### src/rtl/reg_scoreboard_pkg.sv
// reg_scoreboard_pkg
// Shared constants for the register scoreboard: default register count,
// default register-number width and the drain FSM state encoding.
package reg_scoreboard_pkg;

    localparam int NREG_DEF   = 16;
    localparam int RNUM_W_DEF = 4;

    // Drain/handshake FSM states.
    typedef enum logic [1:0] {
        ST_IDLE  = 2'd0,
        ST_DRAIN = 2'd1,
        ST_ACK   = 2'd2
    } sb_state_e;

endpackage

### src/rtl/reg_scoreboard_dec_onehot.sv
// dec_onehot
// Enable-gated binary to one-hot decoder.
// Ports:
//   en_i      - when low the output is all zeros
//   idx_i     - binary index, IN_W bits
//   onehot_o  - OUT_W-bit one-hot result (bit idx_i set when en_i)
module dec_onehot #(
    parameter int IN_W  = 4,
    parameter int OUT_W = 16
) (
    input  logic             en_i,
    input  logic [IN_W-1:0]  idx_i,
    output logic [OUT_W-1:0] onehot_o
);

    genvar gi;
    generate
        for (gi = 0; gi < OUT_W; gi++) begin : g_bit
            assign onehot_o[gi] = en_i && (idx_i == IN_W'(gi));
        end
    endgenerate

endmodule

### src/rtl/reg_scoreboard.sv
// reg_scoreboard
// Tracks which general registers have a write outstanding between issue and
// write-back, stalls issue on RAW/WAW hazards, and provides a drain handshake
// (sync_req / sync_ack) that waits until no reservation remains.
// Ports:
//   clk, rst                       - clock, synchronous active-high reset
//   issue_v, issue_wb, issue_rd    - offered instruction, writes flag, dest
//   issue_rs0/1, issue_rs0/1_use   - source registers and their use flags
//   flush                          - squashes the offered instruction
//   issue_stall                    - ID must hold its instruction (combinational)
//   wb, wbr_num                    - write-back release
//   sync_req, sync_ack             - drain request (level) / done pulse
//   reserved, inflight             - registered reservation vector / popcount
//   err                            - sticky: release of an unreserved register
module reg_scoreboard
    import reg_scoreboard_pkg::*;
#(
    parameter int NREG   = NREG_DEF,
    parameter int RNUM_W = RNUM_W_DEF
) (
    input  logic              clk,
    input  logic              rst,
    input  logic              issue_v,
    input  logic              issue_wb,
    input  logic [RNUM_W-1:0] issue_rd,
    input  logic [RNUM_W-1:0] issue_rs0,
    input  logic [RNUM_W-1:0] issue_rs1,
    input  logic              issue_rs0_use,
    input  logic              issue_rs1_use,
    input  logic              flush,
    output logic              issue_stall,
    input  logic              wb,
    input  logic [RNUM_W-1:0] wbr_num,
    input  logic              sync_req,
    output logic              sync_ack,
    output logic [NREG-1:0]   reserved,
    output logic [RNUM_W:0]   inflight,
    output logic              err
);

    sb_state_e          state_q, state_d;
    logic [NREG-1:0]    reserved_q, reserved_d;
    logic [RNUM_W:0]    inflight_q, inflight_d;
    logic               err_q, err_d;

    logic [NREG-1:0]    rel_mask;
    logic [NREG-1:0]    set_mask;
    logic [NREG-1:0]    res_eff;
    logic               hazard;
    logic               issue_accept;
    logic               set_any;
    logic               clr_any;

    // Release mask: the register being written back this cycle.
    dec_onehot #(.IN_W(RNUM_W), .OUT_W(NREG)) u_dec_rel (
        .en_i     (wb),
        .idx_i    (wbr_num),
        .onehot_o (rel_mask)
    );

    // Set mask: destination of an instruction actually leaving ID.
    dec_onehot #(.IN_W(RNUM_W), .OUT_W(NREG)) u_dec_set (
        .en_i     (issue_accept & issue_wb),
        .idx_i    (issue_rd),
        .onehot_o (set_mask)
    );

    // A write-back in the same cycle already resolves its hazard.
    assign res_eff = reserved_q & ~rel_mask;

    assign hazard = (issue_rs0_use & res_eff[issue_rs0])
                  | (issue_rs1_use & res_eff[issue_rs1])
                  | (issue_wb      & res_eff[issue_rd]);

    // Any non-IDLE state blocks issue, and so does a fresh request in IDLE,
    // so nothing new gets reserved once a drain has been asked for.
    assign issue_stall  = issue_v & (hazard | (state_q != ST_IDLE) | sync_req);
    assign issue_accept = issue_v & ~issue_stall & ~flush;

    // An accepted set never targets a register that stays reserved (WAW
    // stalls), so the set and an effective clear can only coincide on the
    // same register, which nets to zero.
    assign set_any = |set_mask;
    assign clr_any = |(rel_mask & reserved_q);

    always_comb begin
        reserved_d = (reserved_q & ~rel_mask) | set_mask;
        inflight_d = inflight_q + (RNUM_W+1)'(set_any) - (RNUM_W+1)'(clr_any);
        err_d      = err_q | (wb & ~reserved_q[wbr_num]);
    end

    always_ff @(posedge clk) begin
        if (rst) begin
            reserved_q <= '0;
            inflight_q <= '0;
            err_q      <= 1'b0;
        end else begin
            reserved_q <= reserved_d;
            inflight_q <= inflight_d;
            err_q      <= err_d;
        end
    end

    // FSM: state register
    always_ff @(posedge clk) begin
        if (rst) begin
            state_q <= ST_IDLE;
        end else begin
            state_q <= state_d;
        end
    end

    // FSM: next state
    always_comb begin
        state_d = state_q;
        unique case (state_q)
            ST_IDLE:  if (sync_req)           state_d = ST_DRAIN;
            ST_DRAIN: if (reserved_q == '0)   state_d = ST_ACK;
            ST_ACK:                           state_d = ST_IDLE;
            default:                          state_d = ST_IDLE;
        endcase
    end

    // FSM: outputs. Gated by rst so a reset landing on ACK emits no pulse.
    always_comb begin
        sync_ack = (state_q == ST_ACK) & ~rst;
    end

    assign reserved = reserved_q;
    assign inflight = inflight_q;
    assign err      = err_q;

endmodule

### config.mk
export PLATFORM = sky130hd
export DESIGN_NAME = reg_scoreboard
export DESIGN_NICKNAME = d
export VERILOG_FILES = /design/src/rtl/reg_scoreboard_pkg.sv /design/src/rtl/reg_scoreboard_dec_onehot.sv /design/src/rtl/reg_scoreboard.sv
export SDC_FILE = /design/constraint.sdc
export NUM_CORES = 1
export LEC_CHECK = 0
export CAP_MARGIN = 20
export CELL_PAD_IN_SITES_DETAIL_PLACEMENT = 2
export CELL_PAD_IN_SITES_GLOBAL_PLACEMENT = 2
export CORE_MARGIN = 8
export CORE_UTILIZATION = 32
export CTS_BUF_LIST = sky130_fd_sc_hd__clkbuf_16
export DETAILED_ROUTE_END_ITERATION = 10
export GPL_TIMING_DRIVEN = 0
export PLACE_DENSITY = 0.86
export SLEW_MARGIN = 20
export SYNTH_ARGS = -nofsm -noshare
export SYNTH_HDL_FRONTEND = slang
export SYNTH_SLANG_ARGS = --single-unit
### constraint.sdc
create_clock -name clk -period 7.21 [get_ports clk]
set_clock_uncertainty 0.2 [all_clocks]
set_input_delay 1.0815 -clock clk [delete_from_list [all_inputs] [get_ports clk]]
set_output_delay 1.0815 -clock clk [all_outputs]
set_load 0.05 [all_outputs]
==> impl_metrics.toml <==
[sta]
setup_violations = 0
fin_setup_tns_ns = 0
hold_ws_ns = 0.2914
rsz0062_at_grt = "false"
clock.fmax_mhz = 174.6
period_needed_ns = 5.727
tightest_slew_ns = 0.5801
period_share_pct = 79.43
slew_viol_final = 0
relSlewSlack_pct = 61.33
hold_viol_final = 0

[synthesis]
avgSynthCellArea_um2 = 8.574
ys_async_sr_fraction_pct = 0
synth_cell_types = 59
yosysTopAreaCellShare_pct = 21.72
synth_common_cells = "24 x dfxtp_1, 20 x nor4_1, 20 x o21ai_1"
syn_nets = 289
dominantRegCellSynth = "dfxtp_1"
synth_edf_count = 0
synth_top_area_cell = "dfxtp_1"
synth_most_common_cell = "dfxtp_1"
yosysWarnings = 0
synth-seq-cells = 24
ys_seq_area_share_pct = 21.72
netlist_instances = 258
synthTopCellsByArea = "dfxtp_1 22%, o211ai_1 6.1%, nor4_1 5.7%"
netlist_area_um2 = 2212

[global_routing]
grt_first_pass_wirelength_mm = 14.21
grt_max_degree = 14
antenna_found_initial = 0
grt.total_usage_pct = 17.84
overflow = 0
grt_pass1_vias = 2644

[floorplan]
start_util_pct = 32.74
core_um2 = 6756
die_width_um = 99.15
die_area_um2 = 9830
rows = 30
die_h_um = 99.15
ios = 49

[worst_setup_path]
slowest_delay_ns = 0.70
worstPathArrival_ns = 4.45
crit_family = "buffers and inverters"
critical_path_required_ns = 5.93
crit_chain = "clkdlybuf4s50_1 -> nand3b_4 -> o21ai_1 -> mux2i_1 -> mux4_2 -> nor3b_4 -> or2_2 -> a21boi_1 -> clkdlybuf4s50_1"
path_max_fanout = 10
cp_num_buf_inv = 2
crit_type = "in -> out"
startpoint_type = "primary input"
cpMostUsedCell = "clkdlybuf4s50_1"
setup.worst_path.end_class = "output pin"
cp_slowest_cell = "clkdlybuf4s50_1"

[clock_network]
numCtsBuffers = 3
hold_buffers = 0
insertion_delay_ns = 0.26
clock_sinks = 24
path_clk_slew_ns = 0.06
post_cts_buffers = 0
cts.path.max_buffers = 2
cts_htree_levels = 1
cts-root-buf = "clkbuf_16"
cts_tree = "built"
cts_resized = 0

[route]
route.met2.wl_mm = 4.305
vias = 2343
wl_met3_um = 311
wl_per_cell_um = 22.39
drc_errors = 0
drtAntennaViolNets = 0
vias_per_cell = 6.054
top_layer_used = "met4"
dr.pass1.iters = 4
drtIter0Drc = 44
wl_mm = 8.663
met1_length_mm = 3.923

[layout]
drive_above_1_share_pct = 14.66
fin_nets = 339
syn_to_final_growth_pct = 28.45
fin_util_pct = 42.06
antenna_cells = 0

[power]
ir_drop_v = 0.00009241
cellPowerDensity_nw_per_um2 = 154.3
static-leakage-power_nw = 0.9456

[worst_hold_path]
hold_path_class = "reg -> reg"

[status]
status = "finished, final reports clean"

[flow_run]
cap_violations = 0

[placement]
portBuffers = 45
place.gp.congestion = 0.8795
dp_hpwl_mm = 6.601
path summary, 6_finish.rpt:
kind                                    end  slack [ns]         start  cells past startpoint
worst max-delay path            issue_stall        1.48    wbr_num[3]                      9
worst min-delay path                    err        0.29           err                      2
worst max register to register  inflight[4]        3.41  reserved[11]                     16
worst min register to register          err        0.29           err                      2
worst reg2reg max path: cells and delay by family, from the launching register on:
family	cells	cell delay [ns]
and+or+nand+nor	4	0.76
muxes	2	0.68
DFF	1	0.37
AOI/OAI and AO/OA	3	0.49
xor gates and xnor gates	1	0.16
buffers and inverters	3	0.20
adders and majority gates	3	0.82
layer usage:
layer | global-route usage, % | vias to the layer above
li1 | - | 1096
met1 | 22.16 | 1185
met2 | 32.02 | 52
met3 | 1.816 | 10
met4 | 4.424 | 0
met5 | 0 | -
placed cells by master, fill, tap and decap left out, types with 4 or more instances in the layout:
cell type / Yosys / layout
a21oi_1: 6 / 6
buf_6: 4 / 4
clkbuf_1: 6 / 6
clkdlybuf4s50_1: 0 / 45
dfxtp_1: 24 / 24
ha_1: 5 / 5
inv_1: 12 / 12
mux2i_1: 8 / 8
mux4_2: 4 / 4
nand2_1: 10 / 10
nand2b_1: 5 / 5
nor2_1: 15 / 15
nor2b_1: 7 / 7
nor3b_1: 4 / 4
nor4_1: 20 / 20
o2111ai_1: 4 / 4
o211ai_1: 18 / 18
o211ai_2: 10 / 10
o21ai_0: 15 / 15
o21ai_1: 20 / 20
layout make-up:
cell class / count / area (um^2)
plain buffers: 19 / 126.4
fillers: 764 / 3915
repair buffers: 45 / 450.4
multi-input cells: 203 / 1560
clock inverters: 1 / 3.754
well taps: 80 / 100.1
clock buffers: 3 / 75.07
flip-flops and latches: 24 / 480.5
inverters: 12 / 45.04
flip-flops by register name (all words and copies together), names as in the netlist:
| signal | count |
|---|---|
| reserved | 16 |
| inflight | 5 |
| err | 1 |
| state_q | 2 |
metrics by stage:
step / cells / power (mW) / instance area, um^2 / setup slack [ns]
after floorplan: 258 / 0.2640 / 2212 / 2.458
after global placement: 383 / 0.3127 / 2763 / 1.566
after detailed placement: 383 / 0.3209 / 2763 / 1.514
after CTS: 387 / 0.4399 / 2841 / 1.469
after global routing: 387 / 0.4579 / 2841 / 1.321
final: 387 / 0.4383 / 2841 / 1.483
cells by family (layout without fill, tap and decap cells):
kind of cell | Yosys count | after routing | share of synthesized area (%)
compound gates | 93 | 93 | 31.79
fa+ha+maj | 6 | 6 | 3.733
simple gates | 85 | 85 | 23.53
flops | 24 | 24 | 21.72
xor+xnor | 4 | 4 | 1.584
mux | 15 | 15 | 9.899
buf+inv | 31 | 80 | 7.748
power breakdown:
part	internal, mW	switching (mW)
combinational	0.0658	0.103
clock	0.0741	0.0457
sequential	0.142	0.00783
Note: power is estimated with default switching activity, not from simulation.
